--- config.mk ---
export PLATFORM = sky130hd
export DESIGN_NAME = bmp180_frame_collector
export DESIGN_NICKNAME = d
export VERILOG_FILES = /design/src/rtl/bmp180_frame_collector.sv
export SDC_FILE = /design/constraint.sdc
export NUM_CORES = 1
export LEC_CHECK = 0
export ABC_AREA = 1
export BUFFER_PORTS_ARGS = -buffer_cell sky130_fd_sc_hd__buf_4
export CORE_MARGIN = 4
export CORE_UTILIZATION = 45
export DETAILED_ROUTE_END_ITERATION = 10
export PLACE_DENSITY = 0.6
export SYNTH_ARGS = -nofsm -noshare
export SYNTH_HDL_FRONTEND = slang
export SYNTH_SLANG_ARGS = --single-unit
export TNS_END_PERCENT = 20
--- constraint.sdc ---
create_clock -name clk -period 23.7 [get_ports clk]
set_clock_uncertainty 0.2 [all_clocks]
set_input_delay 3.555 -clock clk [delete_from_list [all_inputs] [get_ports clk]]
set_output_delay 3.555 -clock clk [all_outputs]
set_load 0.01 [all_outputs]
--- src/rtl/bmp180_frame_collector.sv ---
// Assembles BMP180 read frames (ID, calibration, UT, UP) from I2C master bytes into word registers.
// Optional build macro BMP180_ID_CHECK_EN: ID frames are validated against CHIP_ID.
module bmp180_frame_collector #(
    parameter int         CALIB_BYTES = 22,
    parameter logic [7:0] CHIP_ID     = 8'h55
) (
    input  logic        clk,
    input  logic        reset,
    input  logic        frame_start,
    input  logic [1:0]  frame_kind,
    input  logic [1:0]  oss,
    input  logic        received,
    input  logic [7:0]  datareceive,
    input  logic [3:0]  calib_sel,
    output logic [15:0] calib_word,
    output logic [7:0]  chip_id,
    output logic [15:0] ut,
    output logic [18:0] up,
    output logic        id_valid,
    output logic        calib_valid,
    output logic        ut_valid,
    output logic        up_valid,
    output logic        frame_done,
    output logic        busy,
    output logic        frame_error
);

    localparam int CALIB_WORDS = CALIB_BYTES / 2;
    localparam int CW          = $clog2(CALIB_BYTES + 1);

    localparam logic [1:0] KIND_ID    = 2'd0;
    localparam logic [1:0] KIND_CALIB = 2'd1;
    localparam logic [1:0] KIND_TEMP  = 2'd2;

    typedef enum logic [1:0] {
        IDLE    = 2'd0,
        COLLECT = 2'd1,
        COMMIT  = 2'd2
    } state_t;

    state_t           state;
    logic             received_q;
    logic             rx_evt;
    logic [1:0]       kind_reg;
    logic [1:0]       oss_reg;
    logic [CW-1:0]    cnt;
    logic [CW-1:0]    expected;
    logic [7:0]       stage [0:2];
    logic [15:0]      calib_mem [0:CALIB_WORDS-1];
    logic [CALIB_WORDS-1:0] word_bad;
    logic             calib_ok;

    function automatic logic [CW-1:0] frame_len(input logic [1:0] k);
        case (k)
            KIND_ID:    return CW'(1);
            KIND_CALIB: return CW'(CALIB_BYTES);
            KIND_TEMP:  return CW'(2);
            default:    return CW'(3);
        endcase
    endfunction

    assign rx_evt = received & ~received_q;
    assign busy   = (state != IDLE);

    // An all-zero or all-one word means the EEPROM read back garbage.
    generate
        for (genvar gi = 0; gi < CALIB_WORDS; gi++) begin : g_word_chk
            assign word_bad[gi] = (calib_mem[gi] == 16'h0000) || (calib_mem[gi] == 16'hFFFF);
        end
    endgenerate
    assign calib_ok = ~|word_bad;

    assign calib_word = (int'(calib_sel) < CALIB_WORDS) ? calib_mem[calib_sel] : 16'h0000;

`ifndef BMP180_ID_CHECK_EN
    logic unused_chip_id;
    assign unused_chip_id = ^CHIP_ID;
`endif

    always_ff @(posedge clk or posedge reset) begin
        if (reset) begin
            state       <= IDLE;
            received_q  <= 1'b0;
            kind_reg    <= 2'd0;
            oss_reg     <= 2'd0;
            cnt         <= '0;
            expected    <= '0;
            chip_id     <= 8'h00;
            ut          <= 16'h0000;
            up          <= 19'h00000;
            id_valid    <= 1'b0;
            calib_valid <= 1'b0;
            ut_valid    <= 1'b0;
            up_valid    <= 1'b0;
            frame_done  <= 1'b0;
            frame_error <= 1'b0;
            for (int i = 0; i < 3; i++) begin
                stage[i] <= 8'h00;
            end
            for (int i = 0; i < CALIB_WORDS; i++) begin
                calib_mem[i] <= 16'h0000;
            end
        end else begin
            received_q <= received;
            frame_done <= 1'b0;

            // Opening a frame; a byte arriving in the same cycle is dropped.
            if (frame_start && state != COMMIT) begin
                state       <= COLLECT;
                kind_reg    <= frame_kind;
                oss_reg     <= oss;
                cnt         <= '0;
                expected    <= frame_len(frame_kind);
                frame_error <= (state == COLLECT);
                case (frame_kind)
                    KIND_ID:    id_valid    <= 1'b0;
                    KIND_CALIB: calib_valid <= 1'b0;
                    KIND_TEMP:  ut_valid    <= 1'b0;
                    default:    up_valid    <= 1'b0;
                endcase
            end else begin
                case (state)
                    IDLE: begin
                        if (rx_evt) begin
                            frame_error <= 1'b1;
                        end
                    end
                    COLLECT: begin
                        if (rx_evt) begin
                            if (kind_reg == KIND_CALIB) begin
                                if (cnt[0]) begin
                                    calib_mem[cnt[CW-1:1]][7:0] <= datareceive;
                                end else begin
                                    calib_mem[cnt[CW-1:1]][15:8] <= datareceive;
                                end
                            end else begin
                                stage[cnt[1:0]] <= datareceive;
                            end
                            cnt <= cnt + CW'(1);
                            if (cnt == expected - CW'(1)) begin
                                state <= COMMIT;
                            end
                        end
                    end
                    COMMIT: begin
                        state      <= IDLE;
                        frame_done <= 1'b1;
                        case (kind_reg)
                            KIND_ID: begin
                                chip_id <= stage[0];
`ifdef BMP180_ID_CHECK_EN
                                if (stage[0] == CHIP_ID) begin
                                    id_valid <= 1'b1;
                                end else begin
                                    frame_error <= 1'b1;
                                end
`else
                                id_valid <= 1'b1;
`endif
                            end
                            KIND_CALIB: begin
                                if (calib_ok) begin
                                    calib_valid <= 1'b1;
                                end else begin
                                    frame_error <= 1'b1;
                                end
                            end
                            KIND_TEMP: begin
                                ut       <= {stage[0], stage[1]};
                                ut_valid <= 1'b1;
                            end
                            default: begin
                                up       <= 19'({stage[0], stage[1], stage[2]} >> (4'd8 - {2'b00, oss_reg}));
                                up_valid <= 1'b1;
                            end
                        endcase
                        // Traffic during the commit cycle cannot be accepted.
                        if (rx_evt || frame_start) begin
                            frame_error <= 1'b1;
                        end
                    end
                    default: state <= IDLE;
                endcase
            end
        end
    end

endmodule

==> impl_metrics.json <==
{
  "yosysSeqAreaShare_pct": 49.1,
  "syn_area_mm2": 0.0132,
  "grt_overflow": 0,
  "drt-pass1-iter-count": 8,
  "p_int_uw": 789,
  "critPathCaptureType": "output port",
  "path_class": "in2out",
  "highest_layer": "met5",
  "root_buffer": "clkbuf_16",
  "cts_hold_buf": 0,
  "syn2layout_area_growth_pct": 13.1,
  "syn_inst": 1632,
  "cts.sinks": 260,
  "htree_levels": 1,
  "fin_crit_ns": 10.07,
  "drc": 0,
  "hold_start": "ut[8]",
  "ant_nets": 0,
  "final_common_cell": "nand2_1",
  "netSwitchingPower_uw": 294,
  "syn_nets": 1664,
  "largest_reg_flops": 176,
  "p_leak_uw": 0.00725,
  "outcome": "finished clean",
  "clock_power_share_pct": 44.5,
  "wl_per_cell_um": 20.2,
  "sw_frac_of_total_pct": 27.1,
  "io_pins": 86,
  "finalPower_uw": 1080,
  "grt_pass1_wl_um": 65700,
  "wl_met2_um": 19400,
  "synth_warnings": 0,
  "post_cts_buffers": 0,
  "top_register": "calib_mem",
  "grt_start_max_net_pins": 113,
  "numPortBuffers": 85,
  "ys_ff_latch": 260,
  "comb_power_share_pct": 10.8,
  "path_clk_slew_ns": 0.06,
  "ys_types": 39,
  "power_density_mw_per_mm2": 72.3,
  "rsz0062_at_grt": "no",
  "synth-edff-count": 0,
  "dpl_cell_area_mm2": 0.0139,
  "die_x_um": 180,
  "num_vias": 11600,
  "routed-wl-met3_um": 2900,
  "cts_buffers": 30,
  "routed_wl_um": 42000,
  "initial_core_util_pct": 45.9,
  "fmax_mhz": 99.3,
  "maxCapViolations": 0,
  "m1WireLength_um": 17900,
  "avgSynthCellArea_um2": 8.12,
  "cp-start-kind": "input port",
  "period_share_pct": 42.5,
  "num_antenna_cells": 0,
  "max_slew.worst_pin.slew_ns": 1.26,
  "top_regs": "calib_mem x176, stage x20, up x19",
  "finalHoldViolCount": 0,
  "pwr-share-seq_pct": 44.8,
  "cts_tree": "yes",
  "most-common-layout-cells": "nand2_1 (451), dfrtp_1 (260), nor2_1 (175), o21ai_0 (158), o21ai_1 (144)",
  "finalSetupViolCount": 0,
  "design.core.area_mm2": 0.0289,
  "grtUsageTotal_pct": 25.4,
  "setup-tns-final_ns": 0,
  "cts_resized": 0,
  "rows": 62,
  "drv_slew": 0,
  "reg2reg_from": "oss_reg[0]",
  "drive_gt1_share_pct": 12.3,
  "worst_setup_path_startpoint": "calib_sel[0]",
  "nets": 1706,
  "min_path_type": "reg2reg",
  "gp_congestion": 0.945,
  "arrival_ns": 6.31,
  "grt_antenna_before_repair": 1,
  "fill_cells": 2817,
  "crit_required_ns": 19.95,
  "relSlewSlack_pct": 15.9,
  "worst_skew_pair.late_latency_ns": 0.56,
  "die_y_um": 180,
  "synth-async-reset-ratio_pct": 100,
  "vias_per_cell": 5.58,
  "dieArea_mm2": 0.0323,
  "postLayoutCellArea_mm2": 0.0150,
  "stdcell_count": 2082,
  "ir_drop_mv": 0.0568,
  "clock_tree.buffer_depth": 3,
  "ys.flop_type": "dfrtp_1",
  "drtIter0Drc": 1233,
  "dp_cells": 2026,
  "path_max_fanout": 59,
  "grt_pass1_vias": 11000,
  "dp_hpwl_um": 29100
}
-- power by group through the flow --
stage	Sequential, µW	Clock, µW	Combinational (µW)
global placement	492	0	115
floorplan	484	0	80.4
detailed placement	492	0	117
global route	486	510	133
CTS	484	491	118
finish	485	481	117
-- critical path: stages --
cell,delay (ns)
buf_4,0.28
inv_2,0.58
nand2_1,0.49
inv_2,0.63
a221oi_1,0.17
o21ai_1,0.13
a32o_1,0.28
buf_4,0.16
-- area by class of cell --
| type | count | area (µm²) | area share, % |
|---|---|---|---|
| clock buffers | 38 | 822 | 5.49 |
| clock inverters | 18 | 218 | 1.45 |
| inverters | 122 | 465 | 3.11 |
| multi-input cells | 1164 | 5770 | 38.5 |
| flip-flops and latches | 260 | 6510 | 43.4 |
| well taps | 384 | 480 | 3.21 |
| repair buffers | 96 | 721 | 4.81 |
-- per-stage QoR --
| step | hold WS (ns) | util [%] | worst slack, ns |
|---|---|---|---|
| 6_report | 0.283 | 51.9 | 13.63 |
| 3_3_place_gp | 0.260 | 48.3 | 13.80 |
| 4_1_cts | 0.287 | 51.9 | 13.72 |
| 3_5_place_dp | 0.271 | 48.3 | 13.73 |
| 2_1_floorplan | 0.253 | - | 12.79 |
| 5_1_grt | 0.299 | 51.9 | 13.43 |
-- metal layers --
metal,GRT usage (%),vias to the layer above
met1,35.0,5494
met3,3.76,107
met2,41.3,461
li1,-,5551
met5,0,-
met4,9.20,2
-- cells in the mapped netlist (all sizes together), types with 5 or more instances --
library cell  count  area share, %
nand2           472             15
o21ai           326             13
dfrtp           260             49
nor2            183            5.6
inv             120            3.4
clkbuf           53            1.5
nand4            34            1.6
buf              33            2.4
nand3            20           0.76
a32o             16            1.2
a221oi           15           0.99
o211ai           13           0.74
ha               12            1.1
nor3             12           0.45
o22ai            12           0.57
o2111ai          11           0.73
o221ai           10           0.66
a22oi             6           0.34
nor4              5           0.24
-- cells by family after synthesis --
kind of cell               after synthesis  synth area share [%]
xor gates and xnor gates                 4                 0.264
AOI/OAI and AO/OA                      418                  18.7
buffers and inverters                  208                  7.35
adders and majority gates               12                  1.13
muxes                                    3                 0.227
DFF                                    260                  49.1
and+or+nand+nor                        727                  23.3
-- worst paths after layout --
path,end,slack [ns],depth (start not counted)
setup / recovery,calib_word[5],13.63,8
hold / removal,ut[8],0.28,2
setup reg to reg,up[12],20.87,6
hold reg to reg,ut[8],0.28,2
max in group asynchronous,up[2],18.76,3
min in group asynchronous,expected[2],2.96,2
Note: power is estimated with default switching activity, not from simulation.
